$ cat config.mk
export PLATFORM = sky130hd
export DESIGN_NAME = req_encoder_4_2_flat
export DESIGN_NICKNAME = d
export VERILOG_FILES = /design/src/rtl/req_encoder_4_2_if.sv /design/src/rtl/req_encoder_4_2.sv /design/src/flat_wrapper.sv
export SDC_FILE = /design/constraint.sdc
export NUM_CORES = 1
export LEC_CHECK = 0
export ABC_AREA = 1
export CORE_AREA = 2 2 39 41
export CTS_CLUSTER_SIZE = 24
export DETAILED_ROUTE_END_ITERATION = 16
export DIE_AREA = 0 0 41 43
export PLACE_DENSITY = 0.7
export RECOVER_POWER = 25
export SYNTH_ARGS = -nofsm -noshare
export SYNTH_HDL_FRONTEND = slang
export SYNTH_SLANG_ARGS = --single-unit
$ cat constraint.sdc
create_clock -name clk -period 2.5 [get_ports clk]
set_clock_uncertainty 0.15 [all_clocks]
set_input_delay 0.375 -clock clk [delete_from_list [all_inputs] [get_ports clk]]
set_output_delay 0.375 -clock clk [all_outputs]
set_load 0.1 [all_outputs]
$ cat src/rtl/req_encoder_4_2_if.sv
// Request/grant bundle between the raw request sources, the encoder and its consumer.
// master = encoder side, slave = source/consumer side.
interface req_encoder_4_2_if;
    logic [3:0] req;
    logic       en;
    logic       ack;
    logic [1:0] code;
    logic       valid;
    logic [3:0] pending;
    logic       ovf;
    logic       dbg_state;

    modport master (
        input  req, en, ack,
        output code, valid, pending, ovf, dbg_state
    );

    modport slave (
        output req, en, ack,
        input  code, valid, pending, ovf, dbg_state
    );
endinterface

$ cat src/rtl/req_encoder_4_2.sv
// Registered 4-to-2 priority encoder: latches rising edges on req as pending events and
// presents the highest-priority one as a code (line i -> code 3-i) under a valid/ack handshake.
module req_encoder_4_2 (
    input  logic             clk,
    input  logic             reset,
    req_encoder_4_2_if.master bus
);
    // Handshake: code is presented while valid=1 and held stable until the cycle in
    // which ack=1 is sampled; that cycle clears the line and returns to IDLE.
    // ack while valid=0 is ignored.
    localparam logic [0:0] IDLE    = 1'b0;
    localparam logic [0:0] PRESENT = 1'b1;

    logic [0:0] state_q, state_d;
    logic [3:0] req_q;
    logic [3:0] pending_q, pending_d;
    logic [1:0] code_q, code_d;
    logic       ovf_q, ovf_d;
    logic [3:0] rise_w, set_w, clr_w;
    logic [1:0] prio_code;

    // Line 3 is highest priority, which maps to the lowest code.
    always_comb begin
        prio_code = 2'd0;
        if (pending_q[3])      prio_code = 2'd0;
        else if (pending_q[2]) prio_code = 2'd1;
        else if (pending_q[1]) prio_code = 2'd2;
        else if (pending_q[0]) prio_code = 2'd3;
    end

    always_comb begin
        rise_w = bus.req & ~req_q;
        set_w  = bus.en ? rise_w : 4'b0000;
        clr_w  = 4'b0000;
        if (state_q == PRESENT && bus.ack) clr_w = 4'b1000 >> code_q;
        // Set wins over a same-cycle clear, and such a re-arm is not an overrun.
        pending_d = (pending_q & ~clr_w) | set_w;
        ovf_d     = ovf_q | (|(set_w & pending_q & ~clr_w));

        state_d = state_q;
        code_d  = code_q;
        case (state_q)
            IDLE: begin
                if (bus.en && (pending_q != 4'b0000)) begin
                    code_d  = prio_code;
                    state_d = PRESENT;
                end
            end
            PRESENT: begin
                if (bus.ack) state_d = IDLE;
            end
            default: state_d = IDLE;
        endcase
    end

    always_ff @(posedge clk) begin
        if (reset) begin
            state_q   <= IDLE;
            req_q     <= 4'b0000;
            pending_q <= 4'b0000;
            code_q    <= 2'd0;
            ovf_q     <= 1'b0;
        end else begin
            state_q   <= state_d;
            req_q     <= bus.req;
            pending_q <= pending_d;
            code_q    <= code_d;
            ovf_q     <= ovf_d;
        end
    end

    assign bus.code      = code_q;
    assign bus.valid     = (state_q == PRESENT);
    assign bus.pending   = pending_q;
    assign bus.ovf       = ovf_q;
    assign bus.dbg_state = state_q;
endmodule

$ cat src/flat_wrapper.sv
// flat-port wrapper written by rule: the top's interface ports become plain ports
module req_encoder_4_2_flat 
  (clk, reset, bus_req, bus_en, bus_ack, bus_code, bus_valid, bus_pending, bus_ovf, bus_dbg_state);
  req_encoder_4_2_if bus_i ();
  input  logic clk;
  input  logic reset;
  input wire logic [$bits(bus_i.req)-1:0] bus_req;
  input wire logic [$bits(bus_i.en)-1:0] bus_en;
  input wire logic [$bits(bus_i.ack)-1:0] bus_ack;
  output wire logic [$bits(bus_i.code)-1:0] bus_code;
  output wire logic [$bits(bus_i.valid)-1:0] bus_valid;
  output wire logic [$bits(bus_i.pending)-1:0] bus_pending;
  output wire logic [$bits(bus_i.ovf)-1:0] bus_ovf;
  output wire logic [$bits(bus_i.dbg_state)-1:0] bus_dbg_state;
  assign bus_i.req = bus_req;
  assign bus_i.en = bus_en;
  assign bus_i.ack = bus_ack;
  assign bus_code = bus_i.code;
  assign bus_valid = bus_i.valid;
  assign bus_pending = bus_i.pending;
  assign bus_ovf = bus_i.ovf;
  assign bus_dbg_state = bus_i.dbg_state;
  req_encoder_4_2 u_core (.clk(clk), .reset(reset), .bus(bus_i));
endmodule
==> metrics.md, run 1 <==
| Metric | Value |
|---|---|
| Pins Over Slew Limit | `0` |
| Layout Utilization | `approximately half` |
| Max Freq | `647 MHz` |
| WL final | `1.03 mm` |
| CP max stage delay | `0.42 ns` |
| Root buf cell | `clkbuf_4` |
| Leading post-synthesis cells by cell area | `dfxtp_1 47%, nor2_1 13%, nand2_1 9.6%` |
| Max Cap Viol | `0` |
| WP buf/inv | `1` |
| Yosys top cell by area | `dfxtp_1` |
| H-tree depth | `1` |
| Setup bufs post-CTS | `0` |
| Via count | `485` |
| Status | `finished clean` |
| Row cnt | `14` |
| Syn Nets | `a little over 80` |
| Worst path cell trace | `buf_4` |
| Critical path type | `reg2out` |
| Largest net degree at the start of global routing | `13` |
| IO buf count | `16` |
| M1 WL | `459 µm` |
| Vias in the first global route | `roughly 390` |
| Overflow after GRT | `0` |
| Worst vdd ir | `a little under 0.0003 V` |
| Die ar. | `roughly 0.0018 mm²` |
| TritonCTS Buffers | `3` |
| Starting Density | `about 37%` |
| Die extent in y | `43 µm` |
| Mapped Avg Cell Area | `6.85 µm²` |
| Worst r2r dst | `u_core.bus.ovf` |
| Worst EP arrival | `1.02 ns` |
| Mapped Area | `507 µm²` |
| Area added between synthesis and finish | `36.0%` |
| Area of placed instances | `653 µm²` |
| Lkg Pwr | `0.000334 µW` |
| Hold depth | `2` |
| Dpl cells | `around 100` |
| Max layer used | `met4` |
| WL met3 | `69 µm` |
| DRT iter0 DRCs | `3` |
| Kind of cell adding the most delay to the critical path | `flip-flops` |
| RSZ-0062 raised after global routing | `no` |
| Worst reg2reg path depth | `7` |
| CTS Hold Bufs | `0` |
| # diodes | `0` |
| Fin crit share | `61.8%` |
| CTS tree | `built` |
| Avg Vias per Cell | `between 4 and 5` |
| First-pass GRT wire length | `between 1.5 and 2 mm` |
| Initial antenna violation count | `0` |
| Worst Hold End | `u_core.bus.code[1]` |
| Commonest non-fill, non-tap cells in the layout | `18 x nor2_1, 13 x nand2_1, 12 x dfxtp_1` |
| Register area share after synthesis | `47.4%` |
| RePlAce Congestion | `0.756` |
| Post-Layout Inst Area | `a little under 700 µm²` |
| Most common cell after layout, fill and taps aside | `nor2_1` |
| Non-filler instance count after layout | `108` |
| CP max-delay cell | `dfxtp_1` |
| Syn Inst Count | `74` |
| Final HPWL DP | `790 µm` |
| Worst endpoint required time | `1.98 ns` |
| DRC | `0` |
| CTS resizes | `0` |
| Power Density | `763 mW/mm²` |
| Aggregate global-route resource usage | `between 10% and 20%` |
| Die X | `approximately 40 µm` |
| Final setup violating endpoints | `0` |
| Seq cells post-synth | `12` |
| Unique masters post-synth | `12` |
| CTS clk-pin slew, worst paths | `~0.070 ns` |
| Total iterations of the first detailed-routing run | `4` |
| Fin Setup TNS | `0 ns` |
| Critical Path Fanout Max | `6` |
| Antenna Nets Post-Route | `0` |
| Core footprint | `0.00138 mm²` |
| Reg2reg start | `u_core.bus.dbg_state` |
| Worst-Margin Slew | `0.461 ns` |
| Worst-skew pair later-pin latency | `0.27 ns` |
| Final #Nets | `101` |
| Worst Min Path Start | `u_core.bus.code[1]` |
| Synth top area share | `47.4%` |
| # IOs | `17` |
| Deepest clock path buffer count | `2` |
| Worst setup EP type | `output pin` |
| Reg2reg setup slack | `about 1.3 ns` |
| Layout cell share with drive strength beyond 1 | `16.3%` |
| Worst min-delay path category | `reg2reg` |
| Met2 wire length | `489 µm` |
| CP Launch Type | `flip-flop` |
| Period minus WS final | `1.55 ns` |
| Average routed wire per standard cell | `about 9.5 µm` |
| Synth Warn # | `0` |
| # clock sinks | `12` |
| Slew margin rel. | `69.2%` |
| Final Hold Viols | `0` |
kinds of logic after synthesis:
group                  Yosys count  share of synthesized area (%)
buffers and inverters           12                           9.63
and+or+nand+nor                 41                           33.3
AOI/OAI and AO/OA                9                           9.63
DFF                             12                           47.4
metrics by stage:
step,hold slack (ns),worst slack (ns),power [µW]
after detailed placement,0.385,0.791,380
after global placement,0.371,0.809,378
after CTS,0.397,0.944,534
after global routing,0.443,0.909,551
after floorplan,0.294,0.567,343
final,0.399,0.954,526
worst reg2reg max path, delay by kind of cell, from the launching register on:
family | cells | cell delay, ns
DFF | 1 | 0.40
and+or+nand+nor | 6 | 0.44
buffers and inverters | 1 | 0.12
flip-flops by register name, summed over array words and instances (netlist names):
name / count
u_core.bus.pending: 4
u_core.bus.dbg_state: 1
u_core.bus.code: 2
u_core.bus.ovf: 1
u_core.req_q: 4
area by class of cell:
type | count | area (µm²)
fill | 135 | 694
sequential | 12 | 240
multi-input combinational | 50 | 218
clock buffer | 4 | 36.3
tap | 16 | 20.0
inverter | 10 | 37.5
timing repair buffer | 16 | 138
per-layer routing:
metal / global-route usage (%) / up-vias
met4: 8.00 / 0
met5: 0 / -
met1: 17.0 / 206
met3: 6.28 / 2
li1: - / 264
met2: 19.4 / 13
power breakdown:
group	switching, µW	internal (µW)
Clock	63.4	88.4
Combinational	117	39.2
Sequential	13.0	205
synthesized netlist by cell type:
| cell type | instances |
|---|---|
| o2111ai_1 | 1 |
| nor2_1 | 18 |
| dfxtp_1 | 12 |
| nor3_1 | 1 |
| buf_4 | 1 |
| o21ai_0 | 1 |
| nand3_1 | 7 |
| inv_1 | 10 |
| nand2_1 | 13 |
| nor2_2 | 2 |
| a21oi_1 | 7 |
| clkbuf_1 | 1 |
worst max-delay path by stage:
stage	end	slack, ns	cells after the start	start
6_report	bus_code[1]	0.95	1	u_core.bus.code[1]
4_1_cts	bus_pending[0]	0.94	1	u_core.bus.pending[0]
5_1_grt	bus_code[1]	0.91	1	u_core.bus.code[1]
3_3_place_gp	u_core.bus.code[0]	0.81	4	bus_en
2_1_floorplan	bus_valid	0.57	1	u_core.bus.dbg_state
3_5_place_dp	u_core.bus.code[0]	0.79	4	bus_en
(Power assumes the default switching activity.)
==> run 2: changes to the inputs <==
clock period = 1.55 ns   (was 2.5 ns; I/O delays follow)
==> run 2 against run 1 <==
  * Cell area rose by 18%
  * Wire length rose by 10%
  * Combinational power rose by 93%
  * Critical path type is now in2reg
  * Largest power group unchanged
==> metrics.md, run 2 (same netlist as run 1, synthesis figures left out) <==
| Metric | Value |
|---|---|
| H-tree depth | `1` |
| Die extent in y | `43 µm` |
| Worst setup EP type | `flip-flop` |
| Largest net degree at the start of global routing | `13` |
| Deepest clock path buffer count | `2` |
| # IOs | `17` |
| Status | `finished clean` |
| WL final | `1.14 mm` |
| CTS resizes | `0` |
| Internal | `587 µW` |
| Power Density | `1130 mW/mm²` |
| Worst slack, placed | `-0.000622 ns` |
| Worst-skew pair later-pin latency | `0.28 ns` |
| CTS clk-pin slew, worst paths | `0.08 ns` |
| Setup bufs post-CTS | `0` |
| # diodes | `0` |
| Layout cell share with drive strength beyond 1 | `23.7%` |
| Clk network pwr share | `27.6%` |
| Die X | `41 µm` |
| Sequential power share | `between 30% and 40%` |
| Worst-Margin Slew | `0.510 ns` |
| Max Freq | `about 750 MHz` |
| Final Power | `921 µW` |
| Antenna Nets Post-Route | `0` |
| Via count | `525` |
| Root buf cell | `clkbuf_4` |
| Commonest non-fill, non-tap cells in the layout | `18 x nor2_1, 13 x nand2_1, 10 x inv_1` |
| # clock sinks | `12` |
| CP max-delay cell | `clkdlybuf4s50_1` |
| M1 WL | `506 µm` |
| RePlAce Congestion | `just under 0.8` |
| Critical path type | `in2reg` |
| Die ar. | `0.00176 mm²` |
| CP max stage delay | `0.61 ns` |
| Worst endpoint required time | `~1.6 ns` |
| Kind of cell adding the most delay to the critical path | `buffers and inverters` |
| Fillers | `around 120` |
| DRC | `0` |
| CP Launch Type | `primary input` |
| WL met3 | `slightly above 70 µm` |
| Final setup violating endpoints | `0` |
| CTS Hold Bufs | `0` |
| IO buf count | `16` |
| Max Cap Viol | `0` |
| Part of the power in combinational logic | `32.7%` |
| DRT iter0 DRCs | `17` |
| Row cnt | `14` |
| Final #Nets | `102` |
| Area added between synthesis and finish | `60.7%` |
| Switching power | `approximately 330 µW` |
| Final Hold Viols | `0` |
| Worst min-delay path category | `in2reg` |
| WP buf/inv | `1` |
| Final HPWL DP | `around 800 µm` |
| RSZ-0062 raised after global routing | `no` |
| TritonCTS Buffers | `3` |
| Lkg Pwr | `0.000367 µW` |
| Overflow after GRT | `0` |
| Slew margin rel. | `66.0%` |
| Pins Over Slew Limit | `0` |
| CTS tree | `built` |
| Starting Density | `a little over a third` |
| Aggregate global-route resource usage | `roughly 15%` |
| Vias in the first global route | `433` |
| Max layer used | `met4` |
| First-pass GRT wire length | `1.76 mm` |
| Sw Share | `36.2%` |
| Most common cell after layout, fill and taps aside | `nor2_1` |
| Setup ws final | `0.218 ns` |
| Met2 wire length | `531 µm` |
| Avg Vias per Cell | `4.82` |
| Average routed wire per standard cell | `10.4 µm` |
| Non-filler instance count after layout | `109` |
| Core footprint | `about 0.0014 mm²` |
| Worst vdd ir | `0.000583 V` |
| Worst path cell trace | `clkdlybuf4s50_1, nand2_1, nor2_2, nand3_1, nand3_1, nor2_1, nor2_1` |
| Dpl cells | `~110` |
| Worst EP arrival | `1.39 ns` |
| Initial antenna violation count | `0` |
| Period minus WS final | `1.33 ns` |
| Fin crit share | `85.9%` |
| Total iterations of the first detailed-routing run | `4` |
| Critical Path Fanout Max | `7` |
[run 2: final timing paths]
| check | start | endpoint | slack [ns] | depth (start not counted) |
|---|---|---|---|---|
| worst max-delay path | bus_en | u_core.bus.ovf | 0.22 | 7 |
| worst min-delay path | bus_req[3] | u_core.req_q[3] | 0.35 | 3 |
| worst max register to register | u_core.bus.dbg_state | u_core.bus.ovf | 0.28 | 7 |
| worst min register to register | u_core.bus.code[1] | u_core.bus.code[1] | 0.39 | 2 |
[run 2: per-layer routing]
metal | vias up | GRT usage (%)
met5 | - | 0
met4 | 0 | 10.0
met3 | 4 | 4.71
met2 | 19 | 22.2
met1 | 235 | 18.7
li1 | 267 | -
[run 2: area by class of cell]
type	count	area, µm²	area share (%)
Timing Repair Buffer	17	254	31.2
Sequential cell	12	249	30.6
Multi-Input combinational cell	50	218	26.7
Inverter	10	37.5	4.61
Clock buffer	4	36.3	4.45
Tap cell	16	20.0	2.46
[run 2: power groups by stage]
| stage | clock (µW) | combinational (µW) | sequential [µW] |
|---|---|---|---|
| after floorplan | 0 | 80.0 | 476 |
| after global placement | 0 | 301 | 371 |
| after detailed placement | 0 | 303 | 372 |
| after CTS | 252 | 304 | 366 |
| after global routing | 267 | 317 | 369 |
| final | 254 | 301 | 366 |
[run 2: worst reg2reg max path, cell delays in order (launching register included)]
cell	delay [ns]
dfxtp_2	0.41
nand2_1	0.07
inv_1	0.12
nand2_1	0.10
nand3_1	0.08
nand3_1	0.08
nor2_1	0.09
nor2_1	0.04
[run 2: metrics by stage]
step	instance area [µm²]	util (%)	setup TNS, ns	hold slack [ns]
after global routing	815	58.9	0	0.377
after global placement	782	56.5	0	0.358
after detailed placement	782	56.5	-0.000622	0.365
after CTS	818	59.1	0	0.358
after floorplan	515	-	0	0.144
final	815	58.9	0	0.353
